**src/rtl/helios_msg_pkg.sv**
```systemverilog
// Message codes, sizing helpers and sequencer state type shared by the
// Helios host-side shot sequencer.
package helios_msg_pkg;

  localparam logic [7:0] START_DECODING_MSG      = 8'h01;
  localparam logic [7:0] MEASUREMENT_DATA_HEADER = 8'h02;

  typedef enum logic [2:0] {
    S_SEND_START,
    S_IDLE,
    S_SEND_HEADER,
    S_SEND_DATA,
    S_WAIT_RESULT,
    S_RECV_RESULT,
    S_REPORT
  } seq_state_t;

  // Bytes needed to carry one measurement round of X*Z syndrome bits.
  function automatic int calc_bpr(input int gx, input int gz);
    return (gx * gz + 7) / 8;
  endfunction

  function automatic int calc_aligned_pu(input int gx, input int gz);
    return calc_bpr(gx, gz) * 8;
  endfunction

endpackage

```
**src/rtl/result_timeout_timer.sv**
```systemverilog
// Clear/enable cycle counter that flags when the result wait budget is used up.
module result_timeout_timer #(
  parameter int TIMEOUT_CYCLES = 4096
) (
  input  logic clk,
  input  logic reset,
  input  logic clr,
  input  logic en,
  output logic expired
);

  localparam int CW = $clog2(TIMEOUT_CYCLES);

  logic [CW-1:0] r_count;

  assign expired = (r_count == CW'(TIMEOUT_CYCLES - 1));

  always_ff @(posedge clk) begin
    if (reset || clr) begin
      r_count <= '0;
    end else if (en && !expired) begin
      r_count <= r_count + CW'(1);
    end
  end

endmodule

```
**src/rtl/decode_shot_sequencer.sv**
```systemverilog
// Frames syndrome shots onto the Helios decoder byte stream and gathers the
// fixed-length result message, with a timeout guard on the reply.
module decode_shot_sequencer
  import helios_msg_pkg::*;
#(
  parameter int GRID_WIDTH_X   = 4,
  parameter int GRID_WIDTH_Z   = 1,
  parameter int GRID_WIDTH_U   = 3,
  parameter int RESULT_BYTES   = 3,
  parameter int TIMEOUT_CYCLES = 4096
) (
  input  logic        clk,
  input  logic        reset,
  input  logic [calc_aligned_pu(GRID_WIDTH_X, GRID_WIDTH_Z)*GRID_WIDTH_U-1:0] shot_data,
  input  logic        shot_valid,
  output logic        shot_ready,
  output logic [7:0]  tx_data,
  output logic        tx_valid,
  input  logic        tx_ready,
  input  logic [7:0]  rx_data,
  input  logic        rx_valid,
  output logic        rx_ready,
  output logic        result_valid,
  output logic [7:0]  result_iterations,
  output logic [15:0] result_cycles,
  output logic        result_timeout,
  output logic [31:0] shots_done,
  output logic [15:0] rx_dropped
);

  localparam int BPR = calc_bpr(GRID_WIDTH_X, GRID_WIDTH_Z);
  localparam int N   = BPR * GRID_WIDTH_U;
  localparam int IW  = (N > 1) ? $clog2(N) : 1;
  localparam int RW  = $clog2(RESULT_BYTES);

  seq_state_t      r_state;
  logic [8*N-1:0]  r_shot;
  logic [IW-1:0]   r_tx_idx;
  logic [RW-1:0]   r_rx_idx;
  logic [7:0]      r_rx_iter;
  logic [15:0]     r_rx_cyc;

  logic [N-1:0][7:0] w_shot_bytes;
  logic [7:0]  w_tx_byte;
  logic        w_in_wait;
  logic        w_tx_fire;
  logic        w_rx_fire;
  logic        w_shot_fire;
  logic        w_rx_take;
  logic        w_rx_last;
  logic        w_expired;
  logic [7:0]  w_iter_nxt;
  logic [15:0] w_cyc_nxt;

  assign w_shot_bytes = r_shot;
  assign w_in_wait    = (r_state == S_WAIT_RESULT) || (r_state == S_RECV_RESULT);

  // Handshake outputs are held low for as long as reset is asserted.
  assign tx_valid   = !reset && ((r_state == S_SEND_START) || (r_state == S_SEND_HEADER) ||
                                 (r_state == S_SEND_DATA));
  assign shot_ready = !reset && (r_state == S_IDLE);
  assign rx_ready   = !reset && ((r_state == S_IDLE) || w_in_wait);

  assign w_tx_fire   = tx_valid && tx_ready;
  assign w_rx_fire   = rx_valid && rx_ready;
  assign w_shot_fire = shot_valid && shot_ready;
  assign w_rx_take   = w_rx_fire && w_in_wait;
  assign w_rx_last   = w_rx_take && (r_rx_idx == RW'(RESULT_BYTES - 1));

  always_comb begin
    w_tx_byte = 8'h00;
    case (r_state)
      S_SEND_START:  w_tx_byte = START_DECODING_MSG;
      S_SEND_HEADER: w_tx_byte = MEASUREMENT_DATA_HEADER;
      S_SEND_DATA:   w_tx_byte = w_shot_bytes[r_tx_idx];
      default:       w_tx_byte = 8'h00;
    endcase
    tx_data = tx_valid ? w_tx_byte : 8'h00;
  end

  // Result fields as they will be after this cycle's rx byte, so a final byte
  // landing on the report transition is not lost.
  always_comb begin
    w_iter_nxt = r_rx_iter;
    w_cyc_nxt  = r_rx_cyc;
    if (w_rx_take) begin
      if (r_rx_idx == RW'(0))      w_iter_nxt      = rx_data;
      else if (r_rx_idx == RW'(1)) w_cyc_nxt[15:8] = rx_data;
      else if (r_rx_idx == RW'(2)) w_cyc_nxt[7:0]  = rx_data;
    end
  end

  result_timeout_timer #(
    .TIMEOUT_CYCLES(TIMEOUT_CYCLES)
  ) u_timer (
    .clk    (clk),
    .reset  (reset),
    .clr    (!w_in_wait),
    .en     (w_in_wait),
    .expired(w_expired)
  );

  always_ff @(posedge clk) begin
    if (reset) begin
      r_state           <= S_SEND_START;
      r_shot            <= '0;
      r_tx_idx          <= '0;
      r_rx_idx          <= '0;
      r_rx_iter         <= 8'h00;
      r_rx_cyc          <= 16'h0000;
      result_valid      <= 1'b0;
      result_iterations <= 8'h00;
      result_cycles     <= 16'h0000;
      result_timeout    <= 1'b0;
      shots_done        <= 32'd0;
      rx_dropped        <= 16'd0;
    end else begin
      result_valid <= 1'b0;
      case (r_state)
        S_SEND_START: if (w_tx_fire) r_state <= S_IDLE;
        S_IDLE: begin
          if (w_rx_fire && (rx_dropped != 16'hFFFF)) rx_dropped <= rx_dropped + 16'd1;
          if (w_shot_fire) begin
            r_shot  <= shot_data;
            r_state <= S_SEND_HEADER;
          end
        end
        S_SEND_HEADER: if (w_tx_fire) begin
          r_tx_idx <= '0;
          r_state  <= S_SEND_DATA;
        end
        S_SEND_DATA: if (w_tx_fire) begin
          if (r_tx_idx == IW'(N - 1)) begin
            r_rx_idx  <= '0;
            r_rx_iter <= 8'h00;
            r_rx_cyc  <= 16'h0000;
            r_state   <= S_WAIT_RESULT;
          end else begin
            r_tx_idx <= r_tx_idx + IW'(1);
          end
        end
        S_WAIT_RESULT, S_RECV_RESULT: begin
          if (w_rx_take) begin
            r_rx_idx  <= r_rx_idx + RW'(1);
            r_rx_iter <= w_iter_nxt;
            r_rx_cyc  <= w_cyc_nxt;
            r_state   <= S_RECV_RESULT;
          end
          if (w_rx_last || w_expired) begin
            result_iterations <= w_iter_nxt;
            result_cycles     <= w_cyc_nxt;
            result_timeout    <= !w_rx_last;
            result_valid      <= 1'b1;
            shots_done        <= shots_done + 32'd1;
            r_state           <= S_REPORT;
          end
        end
        S_REPORT: r_state <= S_IDLE;
        default:  r_state <= S_SEND_START;
      endcase
    end
  end

endmodule

```
**config.mk**
```make
export PLATFORM = sky130hd
export DESIGN_NAME = decode_shot_sequencer
export DESIGN_NICKNAME = d
export VERILOG_FILES = /design/src/rtl/helios_msg_pkg.sv /design/src/rtl/result_timeout_timer.sv /design/src/rtl/decode_shot_sequencer.sv
export SDC_FILE = /design/constraint.sdc
export NUM_CORES = 1
export LEC_CHECK = 0
export ABC_AREA = 0
export CAP_MARGIN = 20
export CORE_MARGIN = 4
export CORE_UTILIZATION = 25
export DETAILED_ROUTE_END_ITERATION = 12
export GPL_TIMING_DRIVEN = 0
export PLACE_DENSITY = 0.51
export REMOVE_ABC_BUFFERS = 1
export SLEW_MARGIN = 40
export SYNTH_ARGS = -nofsm -noshare
export SYNTH_HDL_FRONTEND = slang
export SYNTH_SLANG_ARGS = --single-unit
export TNS_END_PERCENT = 1
```
**constraint.sdc**
```tcl
create_clock -name clk -period 4.65 [get_ports clk]
set_clock_uncertainty 0.2 [all_clocks]
set_input_delay 0.93 -clock clk [delete_from_list [all_inputs] [get_ports clk]]
set_output_delay 0.93 -clock clk [all_outputs]
set_load 0.01 [all_outputs]
```
==> impl_metrics.py, run 1 <==
metrics = {
    "sta": {
        "worst_pin_slew_ns": 0.862,
        "final-setup-viol-count": 0,
        "slew_violations": 0,
        "finalCriticalPeriod_ns": 4.28,
        "holdWs_ns": 0.252,
        "fmax_mhz": 234,
        "layout_setup_ws_ns": 0.368,
        "report.final.hold_viol_count": 0,
        "setup-tns-final_ns": 0,
        "rsz0062_at_grt": "no",
        "fin_crit_sh_pct": 92.1,
        "maxSlewHeadroom_pct": 42.5,
    },
    "power": {
        "peakVddDrop_mv": 0.194,
        "seqPwrFrac_pct": 44.8,
        "pwr-share-comb_pct": 3.9,
        "swShare_pct": 22.2,
        "p_switching_w": 0.000607,
        "powerDensity_mw_per_mm2": 322,
        "leakagePower_nw": 2.65,
        "power_frac_clock_pct": 51.4,
        "internal_power_w": 0.00212,
    },
    "clock_network": {
        "post-cts-setup-buffers": 0,
        "cts_max_path_buffers": 2,
        "cts-resized-gates": 0,
        "cts_buffers": 17,
        "hold_buffers": 0,
        "cts.sinks": 141,
        "htree_levels": 4,
        "clkTransAtPathRegs_ns": 0.06,
        "clkLatencyLatePin_ns": 0.42,
        "clockRootBuffer": "clkbuf_16",
        "cts_tree": "yes",
    },
    "floorplan": {
        "die-area_mm2": 0.0281,
        "dieHeight_um": 168,
        "core_area_mm2": 0.0251,
        "num_io_pins": 122,
        "start_util_pct": 25.3,
        "rows": 58,
        "fp.dieW_um": 168,
    },
    "grt": {
        "grt_use_met2_pct": 18.8,
        "grtUsageMet1_pct": 17.4,
        "grt_util_met3_pct": 4.08,
        "grtUsageTotal_pct": 12.5,
        "gr-total-overflow": 0,
        "grt_pass1_vias": 5399,
        "grt_pass1_wl_mm": 28.7,
        "grt.busiest_layer": "met2",
        "antenna_found_initial": 0,
        "grt_max_degree": 88,
    },
    "place": {
        "pre_cts_ws_ns": 0.303,
        "place_congestion": 0.741,
        "placed_cells": 1144,
        "io_buffers": 121,
        "hpwl_mm": 11.4,
    },
    "setup_path": {
        "start_kind": "input port",
        "path_class": "input port to output port",
        "critPathMaxFanout": 87,
        "cp.arrival_ns": 3.15,
        "critPathRequiredTime_ns": 3.52,
        "end_kind": "output port",
    },
    "outcome": {
        "status": "completed",
    },
    "synth": {
        "postSynthCellCount": 734,
        "syn_avg_cell_area_um2": 8.67,
        "synth_common_cells": "dfxtp_1, nor2_1, nand2_1",
        "synth_most_common_cell": "dfxtp_1",
        "synth_area_leaders": "dfxtp_1, nor2_1, mux2i_1",
        "syn-cell-area_mm2": 0.00636,
        "ys_seq_area_share_pct": 44.4,
        "synth_async_sr_flop_share_pct": 0,
        "synth.largest_area_cell": "dfxtp_1",
        "synth_warnings": 0,
        "ys_seq_elements": 141,
        "synth_top_area_share_pct": 44.4,
        "synth.distinct_cells": 54,
        "synth_enable_flop_cells": 0,
        "synth-main-ff-cell": "dfxtp_1",
    },
    "final_layout": {
        "area_delta_synth_final_pct": 33.3,
        "n_antenna_cell": 0,
        "nets": 877,
        "fin_util_pct": 33.8,
        "drive_gt1_share_pct": 6.97,
        "layoutNonFillerInstCount": 1176,
    },
    "detailed_routing": {
        "drt_wl_total_mm": 17.2,
        "route.detailed.drc": 0,
        "vias": 5446,
        "vias_per_cell": 4.63,
        "drt-initial-drc-count": 406,
        "drtAntennaViolNets": 0,
        "dr.pass1.iters": 4,
        "routedWlPerCell_um": 14.7,
    },
    "worst_hold_path": {
        "worst_hold_path_type": "register to register",
    },
    "flow_run": {
        "cap_violations": 0,
    },
}
[power groups by stage]
stage               Sequential [W]  Combinational, W  Clock, W
floorplan                  0.00125         0.0000298         0
global placement           0.00125          0.000103         0
detailed placement         0.00125          0.000106         0
CTS                        0.00122          0.000107   0.00145
global route               0.00122          0.000116   0.00151
finish                     0.00122          0.000105   0.00140
[cell type report]
| class | instances | area, um2 |
|---|---|---|
| sequential | 141 | 2820 |
| tap | 330 | 413 |
| timing repair buffer | 127 | 1270 |
| clock buffer | 18 | 439 |
| fill | 2648 | 16600 |
| inverter | 17 | 63.8 |
| multi-input combinational | 529 | 3310 |
| clock inverter | 14 | 166 |
[cells by family after synthesis]
logic type	after synthesis	synth area share (%)
compound gates	148	15.4
flops	141	44.4
fa+ha+maj	7	1.38
xor+xnor	39	5.37
buf+inv	64	4.15
mux	35	5.51
simple gates	300	23.8
[registers in the layout, summed over array words and instances (netlist names)]
| name | flops |
|---|---|
| u_timer.r_count | 12 |
| r_rx_iter | 8 |
| r_shot | 24 |
| result_iterations | 8 |
| r_rx_idx | 2 |
| shots_done | 32 |
| rx_dropped | 16 |
| result_cycles | 16 |
| r_rx_cyc | 16 |
| r_state | 3 |
| r_tx_idx | 2 |
| result_valid | 1 |
| result_timeout | 1 |
[worst max-delay path, cell delays in order]
cell and delay, ns:
buf_8 0.27, buf_16 0.35, clkinv_1 0.36, nand2_1 0.54, nand2b_1 0.10, clkdlybuf4s50_1 0.52
[cells in the final DEF (no fill, tap or decap), types with 3 or more instances in the layout]
| master | n |
|---|---|
| a22oi_1 | 26 |
| o2111ai_1 | 10 |
| or4_1 | 3 |
| a21oi_1 | 47 |
| o22ai_1 | 7 |
| inv_1 | 16 |
| bufinv_16 | 3 |
| nor3b_1 | 4 |
| xnor2_1 | 21 |
| nand3_1 | 11 |
| nand4_1 | 23 |
| nand2_1 | 78 |
| nor2_1 | 105 |
| nand2b_1 | 3 |
| nand4_4 | 3 |
| o31ai_1 | 4 |
| o21ai_0 | 14 |
| buf_2 | 5 |
| xor2_1 | 18 |
| clkinv_2 | 4 |
| and3_1 | 7 |
| clkdlybuf4s50_1 | 120 |
| mux2i_1 | 35 |
| ha_1 | 7 |
| a31oi_1 | 3 |
| a211oi_1 | 26 |
| nor3_1 | 15 |
| nor2b_1 | 3 |
| and4_1 | 4 |
| clkbuf_16 | 17 |
| dfxtp_1 | 140 |
| or3_1 | 11 |
| and2_1 | 10 |
| clkinvlp_4 | 4 |
[stage by stage]
step	total power (W)	cell area, um2
5_1_grt	0.00284	8490
4_1_cts	0.00277	8480
2_1_floorplan	0.00128	6160
3_3_place_gp	0.00135	7790
3_5_place_dp	0.00136	7870
6_report	0.00273	8490
[path summary, 6_finish.rpt]
kind	startpoint	endpoint	slack, ns	cells past startpoint
max	reset	rx_ready	0.37	6
min	r_shot[6]$_SDFFE_PP0P_	r_shot[6]$_SDFFE_PP0P_	0.25	2
max reg2reg	u_timer.r_count[0]$_SDFFE_PP0P_	shots_done[30]$_SDFFE_PP0P_	1.71	6
min reg2reg	r_shot[6]$_SDFFE_PP0P_	r_shot[6]$_SDFFE_PP0P_	0.25	2
[per-layer routing]
| layer | part of all wire [%] | vias up |
|---|---|---|
| met5 | 0 | - |
| met3 | 5.2 | 7 |
| met4 | 0.50 | 0 |
| met1 | 52 | 2527 |
| li1 | - | 2802 |
| met2 | 43 | 110 |
Note: power is estimated with default switching activity, not from simulation.
==> run 2, diff against run 1 <==
SKIP_LAST_GASP = 1   (was default)
SLEW_MARGIN = 10   (was 40)
==> run 2 against run 1 <==
Compared with the run above:
- clock-buffer cell count increased by 1
- non-clock buffer count shrank 2
- final area decreased by 0.47%
- routed wire length up 1.8%
- worst setup slack worse by 0.056 ns
- register-to-register slack got worse by 0.72 ns
- sequential power about the same
- combinational power is essentially flat
- first-iteration DRC count decreased by 17%
- final cell count shrank 0.17%
- die area is the same
- critical path type unchanged
==> impl_metrics.py, run 2 (same netlist as run 1, synthesis figures left out) <==
metrics = {
    "setup_path": {
        "cp_top_family": "buffers and inverters",
        "slowest_delay_ns": 0.52,
        "critPathMaxFanout": 95,
        "cp.arrival_ns": 3.21,
        "path_class": "input port to output port",
        "crit_buf_inv": 4,
        "cp_cell_sequence": "buf_6 -> buf_16 -> clkinv_1 -> nand2_1 -> nand2b_1 -> clkdlybuf4s50_1",
        "end_kind": "output port",
        "start_kind": "input port",
        "slowest_stage": "nand2_1",
        "critPathRequiredTime_ns": 3.52,
    },
    "power": {
        "swShare_pct": 22.8,
        "powerDensity_mw_per_mm2": 317,
        "pwr-share-comb_pct": 3.9,
        "seqPwrFrac_pct": 45.6,
        "leakagePower_nw": 2.62,
        "power_w": 0.00268,
        "power_frac_clock_pct": 50.5,
        "peakVddDrop_mv": 0.195,
        "p_switching_w": 0.000610,
        "internal_power_w": 0.00207,
    },
    "floorplan": {
        "rows": 58,
        "core_area_mm2": 0.0251,
        "start_util_pct": 25.3,
        "fp.dieW_um": 168,
        "die-area_mm2": 0.0281,
        "dieHeight_um": 168,
        "num_io_pins": 122,
    },
    "outcome": {
        "status": "completed",
    },
    "sta": {
        "rsz0062_at_grt": "no",
        "finalCriticalPeriod_ns": 4.34,
        "final-setup-viol-count": 0,
        "worst_pin_slew_ns": 1.21,
        "fmax_mhz": 231,
        "setup-tns-final_ns": 0,
        "slew_violations": 0,
        "report.final.hold_viol_count": 0,
        "fin_crit_sh_pct": 93.3,
        "maxSlewHeadroom_pct": 19.2,
    },
    "final_layout": {
        "area_delta_synth_final_pct": 32.7,
        "nFillCells": 2631,
        "nets": 875,
        "drive_gt1_share_pct": 5.92,
        "largest-register": "shots_done",
        "largest_register_ffs": 32,
        "layoutNonFillerInstCount": 1174,
        "design_area_mm2": 0.00845,
        "reg.largest.list": "shots_done x32, r_shot x24",
        "final_common_cell": "dfxtp_1",
        "multi_input_area_mm2": 0.00328,
        "final_cell_mix": "dfxtp_1, clkdlybuf4s50_1, nor2_1",
        "n_antenna_cell": 0,
        "ff_latch_area_mm2": 0.00282,
    },
    "place": {
        "dpl_cell_area_mm2": 0.00785,
        "hpwl_mm": 11.3,
        "placed_cells": 1141,
        "place_congestion": 0.741,
        "io_buffers": 121,
    },
    "detailed_routing": {
        "route.detailed.drc": 0,
        "drt-initial-drc-count": 336,
        "dr.pass1.iters": 4,
        "vias_per_cell": 4.67,
        "routedWlPerCell_um": 14.9,
        "vias": 5480,
        "drt_wl_total_mm": 17.5,
        "drtAntennaViolNets": 0,
    },
    "clock_network": {
        "post-cts-setup-buffers": 0,
        "hold_buffers": 0,
        "clkLatencyLatePin_ns": 0.42,
        "cts.sinks": 141,
        "clkTransAtPathRegs_ns": 0.06,
        "cts-resized-gates": 0,
        "cts_buffers": 17,
        "cts_max_path_buffers": 2,
        "clockRootBuffer": "clkbuf_16",
        "cts_tree": "yes",
        "htree_levels": 4,
    },
    "worst_hold_path": {
        "worst_hold_path_type": "register to register",
    },
    "grt": {
        "grtUsageTotal_pct": 12.5,
        "grt_pass1_vias": 5251,
        "gr-total-overflow": 0,
        "antenna_found_initial": 0,
        "grt_max_degree": 96,
        "grt_pass1_wl_mm": 28.7,
    },
    "flow_run": {
        "cap_violations": 0,
    },
}
run 2: changes by cell type in the layout (fill, tap and decap cells not counted), sizes merged:
cell    previous run  this run
clkinv             6         8
bufinv             3         2
buf                7         4
clkbuf            18        20
inv               18        16
run 2: per-stage QoR:
| stage | hold WS [ns] | setup WS (ns) | util (%) |
|---|---|---|---|
| 4_1_cts | 0.254 | 0.263 | 33.6 |
| 5_1_grt | 0.267 | 0.142 | 33.6 |
| 6_report | 0.253 | 0.312 | 33.6 |
| 3_3_place_gp | 0.242 | -5.04 | 31.0 |
| 3_5_place_dp | 0.246 | 0.265 | 31.3 |
| 2_1_floorplan | 0.230 | 1.78 | - |
run 2: power groups by stage:
stage	Sequential [W]	Combinational (W)	Clock (W)
2_1_floorplan	0.00125	0.0000298	0
3_5_place_dp	0.00125	0.000106	0
3_3_place_gp	0.00125	0.000103	0
5_1_grt	0.00122	0.000115	0.00145
4_1_cts	0.00122	0.000106	0.00140
6_report	0.00122	0.000105	0.00135
run 2: path summary, 6_finish.rpt:
path                            from                        end  slack, ns  depth (start not counted)
min           r_shot[6]$_SDFFE_PP0P_     r_shot[6]$_SDFFE_PP0P_       0.25                          2
max reg2reg  r_state[2]$_SDFFE_PP0P_  r_rx_cyc[12]$_SDFFE_PP0P_       0.99                          5
max                            reset                   rx_ready       0.31                          6
min reg2reg   r_shot[6]$_SDFFE_PP0P_     r_shot[6]$_SDFFE_PP0P_       0.25                          2
run 2: layer usage:
metal,vias to the layer above,global-route usage [%],part of all wire (%)
met4,0,3.60,1.2
met3,12,3.14,4.8
li1,2802,-,-
met2,117,18.7,43
met1,2549,17.8,51
met5,-,0,0
run 2: area by class of cell:
class | instances | share of cell area, %
clock inverters | 13 | 1.70
flip-flops and latches | 141 | 33.4
repair buffers | 125 | 15.1
clock buffers | 19 | 5.24
multi-input cells | 529 | 38.9
well taps | 330 | 4.89
inverters | 17 | 0.756
run 2: worst reg2reg max path: cells and delay by family, from the launching register on:
family	cells	cell delay [ns]
and+or+nand+nor	3	1.86
AOI/OAI and AO/OA	2	0.98
DFF	1	0.50
